## config.mk

```make
export PLATFORM = sky130hd
export DESIGN_NAME = fifo_wr_arbiter
export DESIGN_NICKNAME = d
export VERILOG_FILES = /design/src/rtl/fifo_wr_arbiter.sv
export SDC_FILE = /design/constraint.sdc
export NUM_CORES = 1
export LEC_CHECK = 0
export ABC_AREA = 1
export CORE_ASPECT_RATIO = 0.75
export CORE_MARGIN = 5
export CORE_UTILIZATION = 35
export CTS_CLUSTER_SIZE = 16
export DETAILED_ROUTE_END_ITERATION = 8
export PLACE_DENSITY = 0.84
export SKIP_CTS_REPAIR_TIMING = 1
export SLEW_MARGIN = 30
export SYNTH_ARGS = -nofsm -noshare
export SYNTH_HDL_FRONTEND = slang
export SYNTH_SLANG_ARGS = --single-unit
```

## constraint.sdc

```tcl
create_clock -name wclk -period 1.8 [get_ports wclk]
set_input_delay 0.36 -clock wclk [delete_from_list [all_inputs] [get_ports wclk]]
set_output_delay 0.36 -clock wclk [all_outputs]
set_load 0.05 [all_outputs]
```

## src/rtl/fifo_wr_arbiter.sv

```systemverilog
// Round-robin arbiter sharing the async FIFO write port among NREQ valid/ready requesters, bursts up to BURST beats.
// 1-cycle arbitration in IDLE then combinational pass-through; wfull stalls the grant in place, with ready and winc held low.
module fifo_wr_arbiter #(
    parameter int DSIZE = 8,
    parameter int NREQ  = 4,
    parameter int BURST = 4,
    localparam int IW   = $clog2(NREQ),
    localparam int CW   = $clog2(BURST + 1)
) (
    input  logic                    wclk,
    input  logic                    wrst_n,
    input  logic [NREQ-1:0]         req_valid,
    input  logic [NREQ*DSIZE-1:0]   req_data,
    input  logic [NREQ-1:0]         req_last,
    output logic [NREQ-1:0]         req_ready,
    input  logic                    wfull,
    output logic                    winc,
    output logic [DSIZE-1:0]        wdata,
    output logic [IW-1:0]           gnt_id,
    output logic                    busy
);

    typedef enum logic {IDLE, GRANT} state_t;

    state_t          state, state_nxt;
    logic [IW-1:0]   rr_ptr, rr_ptr_nxt;
    logic [IW-1:0]   gnt_q, gnt_nxt;
    logic [CW-1:0]   beat_cnt, beat_cnt_nxt;

    logic [IW-1:0]   pick;
    logic            any_valid;
    logic            gnt_valid;
    logic            gnt_last;
    logic [DSIZE-1:0] gnt_data;
    logic            accept;
    logic            release_gnt;
    logic [CW-1:0]   beat_cnt_inc;

    always_ff @(posedge wclk or negedge wrst_n) begin
        if (!wrst_n) begin
            state    <= IDLE;
            rr_ptr   <= '0;
            gnt_q    <= '0;
            beat_cnt <= '0;
        end else begin
            state    <= state_nxt;
            rr_ptr   <= rr_ptr_nxt;
            gnt_q    <= gnt_nxt;
            beat_cnt <= beat_cnt_nxt;
        end
    end

    // Search upward from rr_ptr with wrap; the first hit in rotated order wins.
    always_comb begin
        logic [IW:0] sum;
        logic [IW-1:0] idx;
        pick      = '0;
        any_valid = 1'b0;
        sum       = '0;
        idx       = '0;
        for (int i = 0; i < NREQ; i++) begin
            sum = {1'b0, rr_ptr} + (IW+1)'(i);
            if (sum >= (IW+1)'(NREQ)) begin
                sum = sum - (IW+1)'(NREQ);
            end
            idx = sum[IW-1:0];
            if (!any_valid && req_valid[idx]) begin
                any_valid = 1'b1;
                pick      = idx;
            end
        end
    end

    always_comb begin
        gnt_valid = 1'b0;
        gnt_last  = 1'b0;
        gnt_data  = '0;
        for (int i = 0; i < NREQ; i++) begin
            if (gnt_q == IW'(i)) begin
                gnt_valid = req_valid[i];
                gnt_last  = req_last[i];
                gnt_data  = req_data[i*DSIZE +: DSIZE];
            end
        end
    end

    always_comb begin
        accept = (state == GRANT) && gnt_valid && !wfull;
        winc   = accept;
        wdata  = accept ? gnt_data : '0;
        busy   = (state == GRANT);
        gnt_id = gnt_q;
        for (int i = 0; i < NREQ; i++) begin
            req_ready[i] = (state == GRANT) && (gnt_q == IW'(i)) && !wfull;
        end
    end

    always_comb begin
        state_nxt    = state;
        rr_ptr_nxt   = rr_ptr;
        gnt_nxt      = gnt_q;
        beat_cnt_nxt = beat_cnt;
        beat_cnt_inc = beat_cnt + CW'(1);
        release_gnt  = 1'b0;
        case (state)
            IDLE: begin
                if (any_valid) begin
                    gnt_nxt      = pick;
                    beat_cnt_nxt = '0;
                    state_nxt    = GRANT;
                end
            end
            GRANT: begin
                // An abandoning requester releases even while the FIFO is full.
                release_gnt = !gnt_valid ||
                              (accept && (gnt_last || beat_cnt_inc == CW'(BURST)));
                if (release_gnt) begin
                    state_nxt    = IDLE;
                    beat_cnt_nxt = '0;
                    rr_ptr_nxt   = (gnt_q == IW'(NREQ - 1)) ? '0 : gnt_q + IW'(1);
                end else if (accept) begin
                    beat_cnt_nxt = beat_cnt_inc;
                end
            end
            default: begin
                state_nxt = IDLE;
            end
        endcase
    end

endmodule

```

==> flow_summary_export.csv <==
group,metric,value,unit
layout,stdcell_area,2270,um2
clocking,root_buffer,"clkbuf_8",
place,io_buffers,58,
setup_path,crit_family,"flip-flops",
timing,worst_slack,-0.425,ns
logic_synthesis,synth_nets,236,
logic_synthesis,synthesis.instances,187,
clocking,cts_tree,"built",
setup_path,crit_buf_inv,3,
setup_path,critical_path_required,1.44,ns
route,routed_wl,4.61,mm
logic_synthesis,synth_most_common_cell,"nand2_1",
clocking,clkSinkCount,8,
timing,finClkSkew,0.00241,ns
layout,final_layout_size_suffix_gt1_share,33.7,%
place,gp_congestion,0.832,
layout,antenna_cells,0,
die,dieHeight,58.5,um
route,viasPerCell,5.09,
setup_path,critPathMaxFanout,8,
timing,period_share,124,%
logic_synthesis,yosys-top-cells-count,"60 x nand2_1, 30 x nand3_1, 15 x a21oi_1",
logic_synthesis,ys_types,25,
route,avgRoutedWirePerCell,15.0,um
status,violations,"negative setup slack",
status,status,"complete, but fails checks",
pwr,vdd_drop_max,0.00130,V
setup_path,cp_slowest_stage_delay,0.52,ns
clocking,insertion_delay,0.23,ns
pwr,powerDensity,1640,nW/um2
clocking,htree_levels,1,
run,max_cap_violations,0,
place,dp_hpwl,3.69,mm
clocking,clkTransAtPathRegs,0.05,ns
route,ant_nets,0,
pwr,p_total,3.72,mW
setup_path,critPathLaunchType,"flip-flop",
timing,worst_pin_slew,0.363,ns
setup_path,path_class,"flip-flop to output pin",
logic_synthesis,netlist_area,1100,um2
logic_synthesis,yosysSeqAreaShare,18.2,%
layout,area_growth,107,%
timing,timing.final.hold_violations,0,
worst_hold_path,holdCritPathClass,"input port to async pin",
route,drt_iter0_markers,103,
setup_path,crit_path_end_kind,"output pin",
route,num_vias,1567,
timing,maxSlewHeadroom,75.7,%
global_routing,grt_pass1_vias,1475,
global_routing,overflow,0,
logic_synthesis,synth_top_area_share,20.5,%
pwr,p_leak,0.997,nW
logic_synthesis,synth_flop_cell,"dfrtp_1",
global_routing,antenna_found_initial,0,
clocking,cts_buffers,3,
die,row_count,17,
logic_synthesis,ys_ff_latch,8,
route,drtPass1Iterations,4,
route,drc,0,
die,die_w,74.7,um
logic_synthesis,async_flop_share,100,%
clocking,clock_path_buffers,2,
place,placed_cell_area,2150,um2
die,initial_core_util,36.8,%
logic_synthesis,synth_area_leader_cell,"nand2_1",
timing,slew_violations,0,
global_routing,grt_use_total,20.9,%
timing,min_period,2.22,ns
timing,fin_tns_setup,-4.28,ns
layout,nets,320,
timing,rsz0062_at_grt,"true",
logic_synthesis,syn_avg_cell_area,5.87,um2
die,io_pins,59,
setup_path,path_cells,"buf_12 > ha_4 > a21oi_2 > nand2_2 > a21oi_4 > inv_6 > a21oi_4 > buf_12",
setup_path,arrival,1.86,ns
global_routing,grt_pass1_wl,7.09,mm
die,core,2980,um2
global_routing,grt_max_degree,11,
setup_path,slowest_stage,"dfrtp_4",
logic_synthesis,synth_edf_count,0,
timing,finalSetupViolCount,13,
die,die-area,4370,um2
timing,worst_hold_slack,0.408,ns
logic_synthesis,synth_area_leaders,"nand2_1 21%, dfrtp_1 18%, nand3_1 14%, a21oi_1 6.8%, ha_1 6.8%",
place,post-place-ws,-0.345,ns
logic_synthesis,ys_warn_count,0,
timing,fmax,449,MHz
==> worst paths after layout <==
path / from / endpoint / slack, ns / cells after the start
worst min register to register: beat_cnt[2]$_DFFE_PN0P_ / beat_cnt[2]$_DFFE_PN0P_ / 0.54 / 2
max in group asynchronous: wrst_n / gnt_id[0]$_DFFE_PN0P_ / 1.10 / 1
worst max-delay path: gnt_id[0]$_DFFE_PN0P_ / wdata[5] / -0.42 / 8
worst min-delay path: wrst_n / beat_cnt[0]$_DFFE_PN0P_ / 0.41 / 1
min in group wclk: beat_cnt[2]$_DFFE_PN0P_ / beat_cnt[2]$_DFFE_PN0P_ / 0.54 / 2
worst max register to register: gnt_id[0]$_DFFE_PN0P_ / rr_ptr[1]$_DFFE_PN0P_ / 0.02 / 12
==> logic make-up after synthesis <==
kind of cell | after synthesis | share of synthesized area [%]
AOI/OAI and AO/OA | 31 | 17.0
buffers and inverters | 25 | 9.69
and+or+nand+nor | 117 | 48.2
adders and majority gates | 6 | 6.84
DFF | 8 | 18.2
==> flip-flops by register name (all words and copies together) (netlist names) <==
name,count
beat_cnt,3
busy,1
gnt_id,2
rr_ptr,2
==> layout by cell type (no fill, tap or decap), types with 6 or more instances in the layout <==
cell,synthesis,layout
o211ai_1,6,6
nor2_1,12,7
nand2_1,60,58
buf_12,0,14
buf_4,0,26
nand3_1,30,30
clkdlybuf4s50_1,0,42
nor2_4,1,6
nand2_2,9,11
a21oi_4,1,7
inv_1,14,11
==> final cells by class <==
| type | count | area [um2] |
|---|---|---|
| multi-input cells | 154 | 957 |
| repair buffers | 85 | 930 |
| fillers | 217 | 711 |
| flip-flops and latches | 8 | 206 |
| inverters | 19 | 81.3 |
| well taps | 38 | 47.5 |
| clock buffers | 4 | 45.0 |
==> per-stage QoR <==
stage / cells / utilization, %
finish: 308 / 76.1
global route: 308 / 76.1
CTS: 305 / 73.7
detailed placement: 301 / 72.2
global placement: 301 / 72.2
floorplan: 187 / -
==> metal layers <==
metal / wire, um / global-route usage, % / vias to the layer above
met1: 2020 / 28.4 / 721
met2: 2220 / 33.0 / 54
li1: - / - / 784
met3: 273 / 3.24 / 8
met4: 88 / 8.12 / 0
met5: 0 / 0 / -
==> report_power, final <==
part           internal (mW)  switching, mW
Clock                  0.154         0.0787
Sequential             0.262          0.147
Combinational           1.28           1.80
Total                   1.69           2.02
Power figures use the tool's default switching activity.
